<file path="src/rtl/cpu_types_pkg.sv">
// Core CPU-wide scalar types shared across the datapath.
package cpu_types_pkg;

  localparam int unsigned WORD_W = 32;

  typedef logic [WORD_W-1:0] word_t;

endpackage

</file>
<file path="src/rtl/dp_types_pkg.sv">
// Datapath record types; bres_entry_t is one in-flight branch prediction.
package dp_types_pkg;

  import cpu_types_pkg::*;

  typedef struct packed {
    word_t pc;
    logic  taken;
    word_t npc;
  } bres_entry_t;

endpackage

</file>
<file path="src/rtl/bres_fifo.sv">
// In-order queue of outstanding branch predictions; clear beats push and pop.
module bres_fifo
  import dp_types_pkg::*;
#(
  parameter int unsigned DEPTH = 4
) (
  input  logic        CLK,
  input  logic        RST,
  input  logic        push,
  input  logic        pop,
  input  logic        clear,
  input  bres_entry_t din,
  output bres_entry_t head,
  output logic        full,
  output logic        empty
);

  localparam int unsigned PW = $clog2(DEPTH);
  localparam int unsigned CW = PW + 1;

  bres_entry_t       mem [DEPTH];
  logic [PW-1:0]     wptr, rptr;
  logic [CW-1:0]     count;

  assign head  = mem[rptr];
  assign full  = (count == CW'(DEPTH));
  assign empty = (count == '0);

  always_ff @(posedge CLK) begin
    if (RST || clear) begin
      wptr  <= '0;
      rptr  <= '0;
      count <= '0;
    end else begin
      if (push) wptr <= wptr + PW'(1);
      if (pop)  rptr <= rptr + PW'(1);
      unique case ({push, pop})
        2'b10:   count <= count + CW'(1);
        2'b01:   count <= count - CW'(1);
        default: count <= count;
      endcase
    end
  end

  // Storage needs no reset; validity is tracked by count.
  always_ff @(posedge CLK) begin
    if (push && !clear) mem[wptr] <= din;
  end

endmodule

</file>
<file path="src/rtl/branch_resolve.sv">
// Execute-side branch resolution: checks queued predictions against outcomes,
// trains the predictor, flushes on mispredict and keeps saturating statistics.
module branch_resolve
  import cpu_types_pkg::*;
  import dp_types_pkg::*;
#(
  parameter int unsigned DEPTH = 4,
  parameter int unsigned CNT_W = 32
) (
  input  logic             CLK,
  input  logic             RST,
  input  logic             pred_valid,
  input  word_t            pred_pc,
  input  logic             pred_taken,
  input  word_t            pred_npc,
  output logic             pred_ready,
  input  logic             res_valid,
  input  logic             res_taken,
  input  word_t            res_target,
  output logic             upd_valid,
  output logic             upd_taken,
  output logic             flush,
  output word_t            redirect_pc,
  output logic             res_err,
  output logic [CNT_W-1:0] br_count,
  output logic [CNT_W-1:0] mispred_count
);

  bres_entry_t head, din;
  logic        full, empty;
  logic        res_fire, mispred, push, pop;
  word_t       correct_npc;
  logic        unused_taken;

  assign din          = '{pc: pred_pc, taken: pred_taken, npc: pred_npc};
  assign pred_ready   = !full;
  assign unused_taken = head.taken;

  always_comb begin
    res_fire    = res_valid && !empty;
    correct_npc = res_taken ? res_target : head.pc + 32'd4;
    mispred     = res_fire && (head.npc != correct_npc);
    // Anything enqueued alongside or right after a mispredict is wrong-path.
    push        = pred_valid && pred_ready && !flush && !mispred;
    pop         = res_fire && !mispred;
  end

  bres_fifo #(
    .DEPTH (DEPTH)
  ) u_fifo (
    .CLK   (CLK),
    .RST   (RST),
    .push  (push),
    .pop   (pop),
    .clear (mispred),
    .din   (din),
    .head  (head),
    .full  (full),
    .empty (empty)
  );

  always_ff @(posedge CLK) begin
    if (RST) begin
      upd_valid     <= 1'b0;
      upd_taken     <= 1'b0;
      flush         <= 1'b0;
      redirect_pc   <= '0;
      res_err       <= 1'b0;
      br_count      <= '0;
      mispred_count <= '0;
    end else begin
      upd_valid   <= res_fire;
      upd_taken   <= res_fire && res_taken;
      flush       <= mispred;
      redirect_pc <= mispred ? correct_npc : '0;
      res_err     <= res_valid && empty;
      if (res_fire && (br_count != '1)) br_count <= br_count + CNT_W'(1);
      if (mispred && (mispred_count != '1)) mispred_count <= mispred_count + CNT_W'(1);
    end
  end

endmodule

</file>
<file path="config.mk">
export PLATFORM = sky130hd
export DESIGN_NAME = branch_resolve
export DESIGN_NICKNAME = d
export VERILOG_FILES = /design/src/rtl/cpu_types_pkg.sv /design/src/rtl/dp_types_pkg.sv /design/src/rtl/bres_fifo.sv /design/src/rtl/branch_resolve.sv
export SDC_FILE = /design/constraint.sdc
export NUM_CORES = 1
export LEC_CHECK = 0
export CORE_MARGIN = 2
export CORE_UTILIZATION = 35
export CTS_CLUSTER_DIAMETER = 120
export DETAILED_ROUTE_END_ITERATION = 7
export HOLD_SLACK_MARGIN = 0.12
export PLACE_DENSITY_LB_ADDON = 0.3
export SYNTH_ARGS = -nofsm -noshare
export SYNTH_HDL_FRONTEND = slang
export SYNTH_SLANG_ARGS = --single-unit
</file>
<file path="constraint.sdc">
create_clock -name CLK -period 7.25 [get_ports CLK]
set_input_delay 2.175 -clock CLK [delete_from_list [all_inputs] [get_ports CLK]]
set_output_delay 2.175 -clock CLK [all_outputs]
set_load 0.02 [all_outputs]
</file>
# == Yosys cells after proc, flatten, opt, wreduce, memory -nomap -nowiden ==
# Memories as Yosys holds them, arrays and structs flattened. A register that Yosys moved wholly into a read port is not among the register bits.
# Cells that the tools add are included.
# op_classes
reduce_logical,19
div,0
n_mul,0
muxes,6
bitwise,1
n_eq_ne,6
n_shift,0
n_lt_le_gt_ge,0
addsub,7
# op_table
cell,count
32-bit by 1-bit adder with 32-bit output (second input constant),2
32-bit != test (second input constant),2
32-bit by 3-bit adder with 32-bit output (second input constant),1
32-bit two-way mux,1
32-bit != test,1
1-bit logical AND,11
3-bit case mux with 2 select lines,1
2-bit by 1-bit adder with 2-bit output (second input constant),2
1-bit zero test,4
2-bit two-way mux,2
3-bit by 1-bit adder with 3-bit output (second input constant),1
3-bit equality test (second input constant),1
3-bit zero test,1
3-bit by 1-bit subtractor with 3-bit output (second input constant),1
2-bit by 1-bit equality test with 1-bit output (second input constant),1
2-bit equality test (second input constant),1
1-bit two-way mux,2
2-bit nonzero test,1
2-bit OR reduction,1
1-bit logical OR,1
1-bit NOT,1
# word_totals
regBits,107
memories,1
ram_bits,260
output_inout_bits,101
mem_bits_ro,0
in_bits,102
latchBits,0
wordCells,50
# memory_table
name,depth,word_bits,rd,rd_clocked_by_memory_dff,wr,line,rtl
u_fifo.mem,4,65,1,1,1,bres_fifo.sv:21,bres_entry_t mem [DEPTH];

# == Depth between registers and ports, before layout ==
# Gate-level depths: netlist of run 1.
# logic_depth
word_depth,9
ltp_mapped,22
depth_no_buf,18

# == Cells and area by module ==
# A second synthesis of run 1 with hierarchy kept.
# hier_totals
cells_unflattened,1195
area_unflattened_um2,16233.1
# by_module_without_submodules
mod,seq_area_each_um2,area_each_um2,cells_each,n_inst
bres_fifo,7987.7,9868.2,388,1
branch_resolve,2001.9,6364.9,807,1

# == Worst setup path before layout of run 1 ==
# No wires, ideal clock.
# synth_timing
path_type,input -> register
start,input res_taken
end,memory u_fifo.mem[0][0] (netlist bit) (enable)
t_required_ns,6.763
setup_time_ns,0.487
path_slack_ns,-0.476
arrival_time_ns,7.239
n_path_buf,4
path_stages,12
path_cell_list,clkbuf_1 clkinv_1 clkbuf_1 clkbuf_1 o22ai_1 o311ai_0 nor4_1 nand4_1 nor4_4 buf_4 o21ai_1 nor2_1
# synth_via
elab_chain_cells,8
# synth_lines
element,line,rtl
start: declaration,branch_resolve.sv:18,"input logic res_taken,"
32-bit two-way mux *,branch_resolve.sv:41,correct_npc = res_taken ? res_target : head.pc + 32'd4;
32-bit != test *,branch_resolve.sv:42,mispred = res_fire && (head.npc != correct_npc);
1-bit logical AND *,branch_resolve.sv:42,
1-bit zero test *,"bres_fifo.sv:47, branch_resolve.sv:44",
1-bit logical AND,branch_resolve.sv:44,push = pred_valid && pred_ready && !flush && !mispred;
1-bit logical AND *,bres_fifo.sv:47,if (push && !clear) mem[wptr] <= din;
1-bit two-way mux *,bres_fifo.sv:47,
1-bit two-way mux (implied by the code) *,bres_fifo.sv:47,
end: declaration,bres_fifo.sv:21,
# Every way passes the cells marked *; elsewhere a longest branch is shown, timed or not.

# == Worst setup path in the final report of run 1 ==
# layout_timing
start,input res_taken
end,register u_fifo.count[2]
# layout_via
elab_chain_cells,7
word_cells_on_any_way,11
classes_between,eq/ne: 3; mux: 2; reduce/logical: 6
# layout_lines
element,line,rtl
32-bit two-way mux *,branch_resolve.sv:41,
32-bit != test *,branch_resolve.sv:42,
1-bit logical AND *,branch_resolve.sv:42,
1-bit zero test *,branch_resolve.sv:45,pop = res_fire && !mispred;
1-bit logical AND *,branch_resolve.sv:45,
net pop,branch_resolve.sv:31,"logic res_fire, mispred, push, pop;"
2-bit by 1-bit equality test with 1-bit output or 2-bit equality test (tied branches),bres_fifo.sv:37,"unique case ({push, pop})"
3-bit case mux with 2 select lines or 2-bit nonzero test (tied branches),--,
end signal: assignment,bres_fifo.sv:38,2'b10: count <= count + CW'(1);
end signal: assignment,bres_fifo.sv:39,2'b01: count <= count - CW'(1);
end signal: assignment,bres_fifo.sv:40,default: count <= count;
end: declaration,bres_fifo.sv:23,logic [CW-1:0] count;
# The timed path passes the listed nets; every way through them passes the cells marked *.
# A chain may end at the register's enable or synchronous reset.

==> results of run 1 <==
## where the power goes
part           internal [mW]  switching [mW]  leakage [nW]
clock network           1.17           0.850         0.639
registers               2.38          0.0320          3.22
logic                  0.283           0.461          2.70
## Yosys cell counts, drive strengths merged, types with 17 or more instances
cell type  number  area share
and3           17      0.0064
nor4           17      0.0077
nor3           32      0.0099
nand2          71       0.016
edfxtp        256        0.46
xnor2          57       0.030
mux2i          18       0.011
nor2b          18      0.0068
dfxtp         109        0.13
mux4           64       0.087
o21ai          22      0.0066
xor2           37       0.019
a21oi          53       0.016
clkbuf         28      0.0064
nand4          36       0.016
o31ai          23       0.011
nand3          43       0.013
or4            24       0.011
nor2          133       0.030
inv            29      0.0065
buf            34       0.015
## cells in the final DEF (no fill, tap or decap), types with 18 or more instances in the layout
| cell type | n |
|---|---|
| edfxtp_1 | 256 |
| clkdlybuf4s50_1 | 199 |
| nor2_1 | 129 |
| dfxtp_1 | 107 |
| nand2_1 | 70 |
| mux4_2 | 64 |
| xnor2_1 | 57 |
| a21oi_1 | 53 |
| nand3_1 | 42 |
| clkbuf_16 | 39 |
| xor2_1 | 37 |
| nand4_1 | 32 |
| nor3_1 | 31 |
| inv_1 | 29 |
| or4_1 | 24 |
| o31ai_1 | 22 |
| o21ai_0 | 20 |
| mux2i_1 | 18 |
| nor2b_1 | 18 |
## worst reg2reg max path, stage by stage, from the launching register on
cell	delay (ns)
dfxtp_2	0.93
mux4_2	0.50
ha_1	0.30
nand4_1	0.22
nor4_1	0.78
xnor2_1	0.21
xnor2_1	0.26
a21oi_1	0.16
a21oi_1	0.08
or3b_2	0.43
or4_1	0.59
nor2_1	0.14
ha_1	0.20
inv_1	0.06
fa_1	0.38
xor2_1	0.15
nor2_1	0.11
xnor2_1	0.12
nor3_1	0.06
## area by class of cell
| cell class | instances | share of cell area |
|---|---|---|
| Sequential cell | 365 | 0.480 |
| Multi-Input combinational cell | 824 | 0.308 |
| Timing Repair Buffer | 216 | 0.107 |
| Clock buffer | 55 | 0.0528 |
| Tap cell | 607 | 0.0369 |
| Clock inverter | 17 | 0.0101 |
| Inverter | 30 | 0.00547 |
## worst min path at each step
stage,cells after the start,startpoint,to
final,2,mispred_count[16],mispred_count[16]
after global routing,2,mispred_count[30],mispred_count[30]
after global placement,2,mispred_count[26],mispred_count[26]
after floorplan,2,u_fifo.rptr[1],register
after detailed placement,2,mispred_count[16],mispred_count[16]
after CTS,2,mispred_count[16],mispred_count[16]
## per-stage QoR
step	instance area (sq um)	instances
floorplan	16600	1281
global placement	19300	2042
detailed placement	19300	2042
CTS	20600	2114
global route	20600	2114
finish	20600	2114
## flip-flops by register name, indices dropped and copies added (netlist names), named ones only
signal / count
br_count: 32
u_fifo.mem: 256
u_fifo.rptr: 2
redirect_pc: 32
u_fifo.count: 3
upd_valid: 1
mispred_count: 32
upd_taken: 1
res_err: 1
u_fifo.wptr: 2
flush: 1
## routing by layer
metal | wire length (um) | global-route usage
met1 | 19500 | 0.239
met2 | 22000 | 0.300
met3 | 2370 | 0.0342
met4 | 1210 | 0.0558
met5 | 13 | 0
## cells by family after synthesis
group                    after synthesis  share of synthesized area
multiplexers                          97                      0.108
XOR/XNOR                              95                     0.0508
AO/OA/AOI/OAI                        160                     0.0652
AND/OR/NAND/NOR                      463                      0.148
buffers and inverters                 92                     0.0286
flip-flops                           365                      0.593
adder cells (fa/ha/maj)                9                    0.00722
==> reports/qor.yml, run 1 <==
postLayoutSetupSlackWorst_ns: 1.35
yosysSeqAreaShare: 0.593
maxSlewViolCount: 0
place_hpwl_mm: 31.2
cts_root_buffer: "clkbuf_16"
finalSetupViolCount: 0
antenna_found_initial: 1
cts.htree.levels: 2
crit_path_frequent_cell: "or4_1"
syn2layout_area_growth_pct: 23.6
gp_congestion: 0.887
syn_inst: 1281
synthArstFlopShare: 0
drt-initial-drc-count: 864
slew_headroom: 0.364
synth_nets: 1392
grt_max_degree: 92
fin_crit_sh: 0.814
cp-start-kind: "input pin"
fin_setup_tns_ns: 0
rr_endpoint: "u_fifo.count[2]"
start_util: 0.356
cts_buffers: 39
place_ws_ns: 0.796
endpoint_kind: "register"
synth_seq_cells: 365
max_freq_ghz: 0.169
num_vias: 11304
critical_path_peak_fanout: 21
leakagePower_nw: 6.57
die_w_um: 222
cts_sinks: 365
first_global_vias: 10956
clockBufferDepth: 3
min_path_type: "reg -> reg"
slowest_stage: "or4_1"
antenna_left: 0
multi_input_area_sq_um: 6330
power_mw: 5.17
critPathMaxStageDelay_ns: 0.62
hold_slack_ns: 0.495
cts.clk_slew.worst_paths_ns: 0.06
post_cts_resized: 0
worstPathCellList: "buf_4 > clkinv_1 > mux2i_1 > xnor2_1 > or4_1 > or4_1 > nor4_1 > nand3_1 > or4_1 > nor2_1 > ha_1 > inv_1 > fa_1 > xor2_1 > nor2_1 > xnor2_1 > nor3_1"
n_antenna_cell: 0
syn_area_per_cell_sq_um: 13.0
fp-row-count: 79
ir_worst_vdd_v: 0.000187
drive_gt1_frac: 0.117
fin_nets: 1587
drc_errors: 0
period_minus_slack_ns: 5.90
synth_warnings: 0
cts_hold_buf: 0
syn_area_sq_um: 16600
die_h_um: 222
seqCellArea_sq_um: 9870
ys.flop_type: "edfxtp_1"
rsz0062_at_grt: "false"
yosysUniqueCellTypes: 82
cts_setup_buffers: 0
grt_pass1_wl_mm: 67.4
cp.depth: 17
r2r_slack_ns: 1.40
cp_top_family: "simple AND/OR/NAND/NOR gates"
cts_tree: "built"
critical_path_arrival_ns: 6.31
io_pins: 203
required_ns: 7.66
num-fill-cells: 4320
final_hold_viol_count: 0
wire_per_inst_um: 21.4
critPathKind: "in -> reg"
port_buffers: 201
cp_num_buf_inv: 3
worst_pin_slew_ns: 0.953
viasPerCell: 5.35
skew_ns: 0.0183
cellPowerDensity_nw_per_um2: 251
crit_start: "res_taken"
grt_overflow: 0
grt.total_usage: 0.180
rr_worst_depth: 18
maxCapViolCount: 0
final_util: 0.440
wl_mm: 45.2
outcome: "finished, final reports clean"
die_area_sq_um: 49300
critPathCapture: "u_fifo.count[2]"
clkLatencyLatePin_ns: 0.57
core_area_sq_um: 46800
synth-edff-count: 256
dr.pass1.iters: 5
Note: power is estimated with default switching activity, not from simulation.
==> inputs of run 2 (changes only) <==
clock period = 5.6 ns   (was 7.25 ns; I/O delays follow)
==> reports/qor.yml, run 2 (same netlist as run 1, synthesis figures left out) <==
min_from: "mispred_count[16]"
wire_per_inst_um: 21.2
final_hold_viol_count: 0
power_mw: 6.76
critical_path_peak_fanout: 2
rr_worst_depth: 18
viasPerCell: 5.29
io_pins: 203
num_vias: 11463
final_cell_mix: "edfxtp_1 (256), clkdlybuf4s50_1 (199), nor2_1 (129)"
rsz0062_at_grt: "false"
grt_overflow: 0
post_dp_cell_area_sq_um: 19700
seqCellArea_sq_um: 9870
cts.htree.levels: 2
required_ns: 6.00
rr_endpoint: "u_fifo.count[2]"
cts_setup_buffers: 0
die_area_sq_um: 49300
cellPowerDensity_nw_per_um2: 321
cts_buffers: 40
critPathKind: "in -> reg"
worst_pin_slew_ns: 0.933
min_path_type: "reg -> reg"
hold_slack_ns: 0.497
die_h_um: 222
first_global_vias: 11291
fp-row-count: 79
min_to: "mispred_count[16]"
outcome: "finished, final reports clean"
r2r_slack_ns: 0.45
postLayoutSetupSlackWorst_ns: 0.426
clockBufferDepth: 3
fin_setup_tns_ns: 0
final_common_cell: "edfxtp_1"
clkLatencyLatePin_ns: 0.57
syn2layout_area_growth_pct: 26.5
fin_nets: 1638
period_minus_slack_ns: 5.17
cts_root_buffer: "clkbuf_16"
grt_max_degree: 91
drive_gt1_frac: 0.145
grt_pass1_wl_mm: 69.4
start_util: 0.356
fin_crit_sh: 0.924
hold_path_depth: 2
skew_ns: 0.0272
largest_reg_flops: 256
ir_worst_vdd_v: 0.000204
largest-register: "u_fifo.mem"
multi_input_area_sq_um: 6330
maxSlewViolCount: 0
drt-initial-drc-count: 863
finalSetupViolCount: 0
port_buffers: 201
dr.pass1.iters: 5
die_w_um: 222
antenna_found_initial: 2
maxCapViolCount: 0
leakagePower_nw: 6.83
core_area_sq_um: 46800
cts_tree: "built"
cts_hold_buf: 0
place_ws_ns: -0.147
final_area_sq_um: 21100
max_freq_ghz: 0.193
cts.clk_slew.worst_paths_ns: 0.06
endpoint_kind: "register"
cp-start-kind: "input pin"
slew_headroom: 0.378
cts_sinks: 365
critical_path_arrival_ns: 5.57
grt.total_usage: 0.184
place_hpwl_mm: 33.4
post_cts_resized: 0
antenna_left: 0
wl_mm: 45.9
num-fill-cells: 4267
gp_congestion: 0.959
drc_errors: 0
==> run 2: per-stage QoR <==
stage / std cells / util
6_report: 2166 / 0.450
5_1_grt: 2164 / 0.450
4_1_cts: 2164 / 0.450
3_5_place_dp: 2092 / 0.422
3_3_place_gp: 2092 / 0.422
2_1_floorplan: 1281 / -
==> run 2: worst max path at each step <==
stage	from	end	slack (ns)	cells after the start
after floorplan	res_taken	u_fifo.mem[0][0]	-0.60	12
after global placement	res_target[1]	u_fifo.count[2]	-0.13	16
after detailed placement	res_target[1]	u_fifo.count[2]	-0.15	16
after CTS	register	u_fifo.count[2]	0.38	18
after global routing	register	u_fifo.count[2]	0.06	18
final	res_target[1]	u_fifo.count[2]	0.43	16
==> run 2: layout make-up <==
| cell class | count | area share |
|---|---|---|
| diodes | 2 | 0.000238 |
| clock buffers | 57 | 0.0520 |
| clock inverters | 15 | 0.0100 |
| inverters | 30 | 0.00535 |
| multi-input cells | 824 | 0.301 |
| flip-flops and latches | 365 | 0.469 |
| well taps | 607 | 0.0361 |
| repair buffers | 266 | 0.127 |
==> run 2: layer usage <==
layer	track usage	part of all wire	vias to the layer above	routed length, um
met3	0.0302	0.052	61	2380
met2	0.310	0.49	308	22300
met5	0	0.00024	-	11
li1	-	-	5394	-
met1	0.246	0.44	5698	20200
met4	0.0503	0.022	2	1020
==> run 2: critical path, stage by stage <==
cell	delay, ns
clkdlybuf4s50_1	0.43
mux2i_1	0.22
xnor2_1	0.17
or4_1	0.55
or4_1	0.42
nor4_1	0.21
nand3_1	0.12
or4_1	0.61
nor2_1	0.13
ha_1	0.18
inv_1	0.06
fa_1	0.37
xor2_1	0.15
nor2_1	0.11
xnor2_1	0.12
nor3_1	0.05
==> run 2: where the power goes <==
part           switching [mW]  internal (mW)
Clock                    1.07           1.56
Combinational           0.604          0.408
Sequential             0.0419           3.07
==> edit 1 (settings of run 1) <==
Remove the register `res_err`: a continuous assignment takes its place, so the output `res_err` follows one clock earlier.
--- a/src/rtl/branch_resolve.sv
+++ b/src/rtl/branch_resolve.sv
@@ -67,3 +67,2 @@
       redirect_pc   <= '0;
-      res_err       <= 1'b0;
       br_count      <= '0;
@@ -75,3 +74,2 @@
       redirect_pc <= mispred ? correct_npc : '0;
-      res_err     <= res_valid && empty;
       if (res_fire && (br_count != '1)) br_count <= br_count + CNT_W'(1);
@@ -81,2 +79,4 @@
 
+  assign res_err = res_valid && empty;
+
 endmodule
Formal check against the unedited RTL: not equivalent (a bounded check fails within 4 cycles, from zero or initial values and one cycle with RST high).
==> edit 1 against run 1 <==
- synthesized area decreased by 3.4%
- worst setup slack improved by 0.12 ns
- power decreased by 1.8%
- design area decreased by 2.8%
- wire length decreased by 5.8%
- sequential cell count decreased by 1
- sequential share of layout area increased by 1.3 points
- register-to-register slack improved by 0.06 ns
- largest cell class unchanged
- highest routed layer unchanged
==> edit 1: results (changes against run 1) <==
{| class="wikitable"
! Metric !! Value
|-
| Result of the run || complete, no violations (unchanged)
|-
| TritonCTS Buffers || 41 (was 39)
|-
| Seq/Total Area, Yosys || 61.3% (was 59.3%)
|-
| Gate count of the mapped netlist || 1185 (was 1281)
|-
| Wire length reported by the detailed router || 42.5 mm (was 45.2 mm)
|-
| Maximum number of pins on one net before global-route repair || 55 (was 92)
|-
| Fraction of synthesized area in multiplexers || 10.7% (was 10.8%)
|-
| Antenna violations before repair || 3 (was 1)
|-
| Routed vias/inst || 5.30 (was 5.35)
|-
| Worst Max-Slew Pin Slew || 1.07 ns (was 0.953 ns)
|-
| Fill count || 4114 (was 4320)
|-
| Reg2reg path depth || 17 (was 18)
|-
| All-Layer GR Usage || 17.6% (was 18.0%)
|-
| Compound-cell area share of the yosys netlist || 5.89% (was 6.52%)
|-
| Critical Path AT || 6.22 ns (was 6.31 ns)
|-
| Worst-path fanout max || 27 (was 21)
|-
| Clock latency of the later-clocked register in the worst-skew pair || 0.55 ns (was 0.57 ns)
|-
| Synthesized Nets || 1296 (was 1392)
|-
| Worst hold endpoint || mispred_count[8] (was mispred_count[16])
|-
| Top area cells in the synthesized netlist || sky130_fd_sc_hd__edfxtp_1, sky130_fd_sc_hd__dfxtp_1, sky130_fd_sc_hd__mux4_2, sky130_fd_sc_hd__xnor2_1, sky130_fd_sc_hd__nor2_1 (was sky130_fd_sc_hd__edfxtp_1, sky130_fd_sc_hd__dfxtp_1, sky130_fd_sc_hd__mux4_2, sky130_fd_sc_hd__nor2_1, sky130_fd_sc_hd__xnor2_1)
|-
| Number of nets in the layout || 1507 (was 1587)
|-
| Number of unique standard cell types used by synthesis || 74 (was 82)
|-
| Post-route clock skew || 0.0189 ns (was 0.0183 ns)
|-
| Count of placed standard cells in the final layout, fillers left out || 2031 (was 2114)
|-
| Final weighted congestion of routability-driven global placement || 0.870 (was 0.887)
|-
| Pre-CTS setup slack || 0.999 ns (was 0.796 ns)
|-
| Worst-case register-to-register setup slack || 1.46 ns (was 1.40 ns)
|-
| First-pass GRT wire length || 63.2 mm (was 67.4 mm)
|-
| HPWL after detailed placement || 29.4 mm (was 31.2 mm)
|-
| Arithmetic-cell share of the synthesized area counting full adders, half adders and majority gates || 0.747% (was 0.722%)
|-
| Delay of the slowest cell on the worst path || 0.73 ns (was 0.62 ns)
|}
==> edit 1: report_power, final <==
group          internal, mW  total [mW]  switching [mW]
clock network          1.15        1.98           0.835
registers              2.37        2.40          0.0335
logic                 0.268       0.695           0.427
==> edit 1: cell type report <==
class | instances | area [sq um] | area share [%]
Sequential cell | 364 | 9850 | 49.3
Multi-Input combinational cell | 748 | 5870 | 29.4
Timing Repair Buffer | 221 | 2160 | 10.8
Clock buffer | 57 | 1150 | 5.73
Tap cell | 600 | 751 | 3.75
Clock inverter | 18 | 134 | 0.669
Inverter | 20 | 75.1 | 0.375
Antenna cell | 3 | 7.51 | 0.0375
==> edit 1: worst max-delay path by stage <==
stage,to,startpoint,slack [ns]
floorplan,u_fifo.mem[0][0],res_taken,-0.41
global placement,u_fifo.mem[2][19],res_target[18],1.06
detailed placement,u_fifo.count[2],res_taken,1.0
CTS,u_fifo.count[2],register,1.46
global route,u_fifo.count[2],register,1.09
finish,u_fifo.count[2],register,1.46
==> edit 1: kinds of logic (layout without fill, tap and decap cells) <==
| logic type | count (synthesis) | count (layout) |
|---|---|---|
| flip-flops | 364 | 364 |
| other | 0 | 3 |
| buffers and inverters | 73 | 316 |
| multiplexers | 89 | 89 |
| XOR/XNOR | 99 | 99 |
| adder cells (fa/ha/maj) | 9 | 9 |
| AND/OR/NAND/NOR | 406 | 406 |
| AO/OA/AOI/OAI | 145 | 145 |
==> edit 1: metal layers <==
layer	part of all wire (%)	global-route usage [%]	up-vias
li1	-	-	5001
met2	46	27.6	386
met4	2.4	5.35	2
met5	0.028	0	-
met3	6.7	3.70	70
met1	45	24.3	5313
==> edit 2 (settings of run 1) <==
Without the edit above. `CNT_W`: 32 -> 64.
--- a/src/rtl/branch_resolve.sv
+++ b/src/rtl/branch_resolve.sv
@@ -7,3 +7,3 @@
   parameter int unsigned DEPTH = 4,
-  parameter int unsigned CNT_W = 32
+  parameter int unsigned CNT_W = 64
 ) (
Interface: changed (resized br_count and mispred_count); port bits go from 203 to 267. No check against the original RTL was run, so the function may have changed too.
==> edit 2 against run 1 <==
- critical endpoint unchanged
- design area rose by 20%
- largest power group unchanged
- sequential cell count rose by 64
- wire length up 22%
- first-iteration DRC count up 32%
- synthesized area rose by 19%
- via count increased by 27%
- utilization about the same
- sequential power up 15%
- global-route usage rose by 0.50 points
- non-clock buffer count up 75
- power increased by 15%
- worst setup slack improved by 0.051 ns
==> edit 2: results (changes against run 1) <==
{| class="wikitable"
! Metric !! Value
|-
| Number of vias in the routed layout || 14300 (was 11300)
|-
| Seq/Total Area, Yosys || 56.3% (was 59.3%)
|-
| Top area cells in the synthesized netlist || sky130_fd_sc_hd__edfxtp_1, sky130_fd_sc_hd__dfxtp_1, sky130_fd_sc_hd__mux4_2, sky130_fd_sc_hd__nor2_1, sky130_fd_sc_hd__xnor2_1 (unchanged)
|-
| Synth cell count leaders || sky130_fd_sc_hd__edfxtp_1, sky130_fd_sc_hd__dfxtp_1, sky130_fd_sc_hd__nor2_1, sky130_fd_sc_hd__nand2_1, sky130_fd_sc_hd__a21oi_1 (was sky130_fd_sc_hd__edfxtp_1, sky130_fd_sc_hd__nor2_1, sky130_fd_sc_hd__dfxtp_1, sky130_fd_sc_hd__nand2_1, sky130_fd_sc_hd__mux4_2)
|-
| Maximum number of pins on one net before global-route repair || 76 (was 92)
|-
| Delay of the slowest cell on the worst path || 0.70 ns (was 0.62 ns)
|-
| Count of buffers from port buffering || 265 (was 201)
|-
| Worst-case headroom to the max-slew limit || 35.3% (was 36.4%)
|-
| HPWL after detailed placement || 39.5 mm (was 31.2 mm)
|-
| Placed cells || 2597 (was 2042)
|-
| Synthesized Nets || 1744 (was 1392)
|-
| Number of nets in the layout || 2002 (was 1587)
|-
| Antenna violations before repair || 3 (was 1)
|-
| Largest regs || u_fifo.mem: 256 flops, br_count: 64 flops, mispred_count: 64 flops
|-
| Gate count of the mapped netlist || 1633 (was 1281)
|-
| Worst-path fanout max || 27 (was 21)
|-
| Fill count || 5208 (was 4320)
|-
| Fraction of final layout cells with drive strength greater than 1 || 9.99% (was 11.7%)
|-
| Number of unique standard cell types used by synthesis || 91 (was 82)
|-
| Result of the run || complete, no violations (unchanged)
|-
| TritonCTS Buffers || 48 (was 39)
|-
| Slowest library cell on the worst path || sky130_fd_sc_hd__dfxtp_4 (was sky130_fd_sc_hd__or4_1)
|-
| Post-route clock skew || 0.0296 ns (was 0.0183 ns)
|-
| Routed WL per cell || 20.6 um (was 21.4 um)
|-
| Critical Path AT || 6.29 ns (was 6.31 ns)
|-
| All-Layer GR Usage || 18.5% (was 18.0%)
|-
| Final weighted congestion of routability-driven global placement || 0.899 (was 0.887)
|-
| Wire length reported by the detailed router || 55.3 mm (was 45.2 mm)
|-
| First-pass GRT wire length || 84.3 mm (was 67.4 mm)
|-
| Peak supply drop || 0.202 mV (was 0.187 mV)
|}
## edit 2: changes by cell type after synthesis, moves of 23 or more
| cell | delta |
|---|---|
| sky130_fd_sc_hd__dfxtp_1 | +64 |
| sky130_fd_sc_hd__a21oi_1 | +32 |
| sky130_fd_sc_hd__or3_1 | +32 |
| sky130_fd_sc_hd__o21ai_0 | +29 |
| sky130_fd_sc_hd__nor2_1 | +24 |
| sky130_fd_sc_hd__xor2_1 | +23 |
## edit 2: through the flow
| stage | util [%] | worst slack, ns | total power, mW | cell area, sq um |
|---|---|---|---|---|
| 2_1_floorplan | - | 0.935 | 3.26 | 19800 |
| 3_3_place_gp | 41.2 | 0.920 | 3.55 | 23100 |
| 6_report | 44.1 | 1.40 | 5.96 | 24700 |
| 5_1_grt | 44.1 | 1.01 | 6.18 | 24700 |
| 3_5_place_dp | 41.2 | 0.916 | 3.56 | 23100 |
| 4_1_cts | 44.1 | 1.38 | 6.03 | 24700 |
## edit 2: kinds of logic (layout without fill, tap and decap cells)
kind of cell / count (synthesis) / after routing / synth area share [%]
AOI/OAI and AO/OA: 210 / 210 / 6.61
muxes: 97 / 97 / 9.42
and+or+nand+nor: 644 / 644 / 17.6
other: 0 / 1 / 0
adders and majority gates: 9 / 9 / 0.606
buffers and inverters: 113 / 411 / 3.35
xor gates and xnor gates: 131 / 131 / 6.08
DFF: 429 / 429 / 56.3
## edit 2: per-layer routing
layer	vias to the layer above	global-route usage [%]	routed length [um]	share of wire, %
li1	6686	-	-	-
met2	453	29.9	26200	47
met1	7108	25.4	24100	44
met3	83	3.29	3500	6.3
met5	-	0	23	0.042
met4	4	5.74	1410	2.5
## edit 2: final cells by class
type                       count  share of cell area [%]
clock buffer                  67                    5.53
sequential                   429                    45.1
timing repair buffer         291                    11.8
multi-input combinational   1091                    32.4
tap                          756                    3.82
antenna                        1                  0.0101
inverter                      30                   0.455
clock inverter                23                   0.971
## edit 2: final timing paths
check / from / to / slack (ns) / cells past startpoint
worst max-delay path: register / u_fifo.count[2] / 1.40 / 18
worst min-delay path: br_count[58] / br_count[58] / 0.50 / 2
worst max register to register: register / u_fifo.count[2] / 1.40 / 18
worst min register to register: br_count[58] / br_count[58] / 0.50 / 2
## edit 2: where the power goes
part | leakage [nW] | internal [mW] | total, mW | switching [mW]
registers | 3.74 | 2.73 | 2.76 | 0.0342
clock network | 0.789 | 1.47 | 2.45 | 0.984
logic | 3.46 | 0.287 | 0.749 | 0.461
total | 7.99 | 4.48 | 5.96 | 1.48
## edit 2: tightest hold or removal path, cell delays in order (launching register included)
cell	delay, ns
sky130_fd_sc_hd__dfxtp_1	0.32
sky130_fd_sc_hd__o21ai_0	0.07
sky130_fd_sc_hd__a21oi_1	0.06
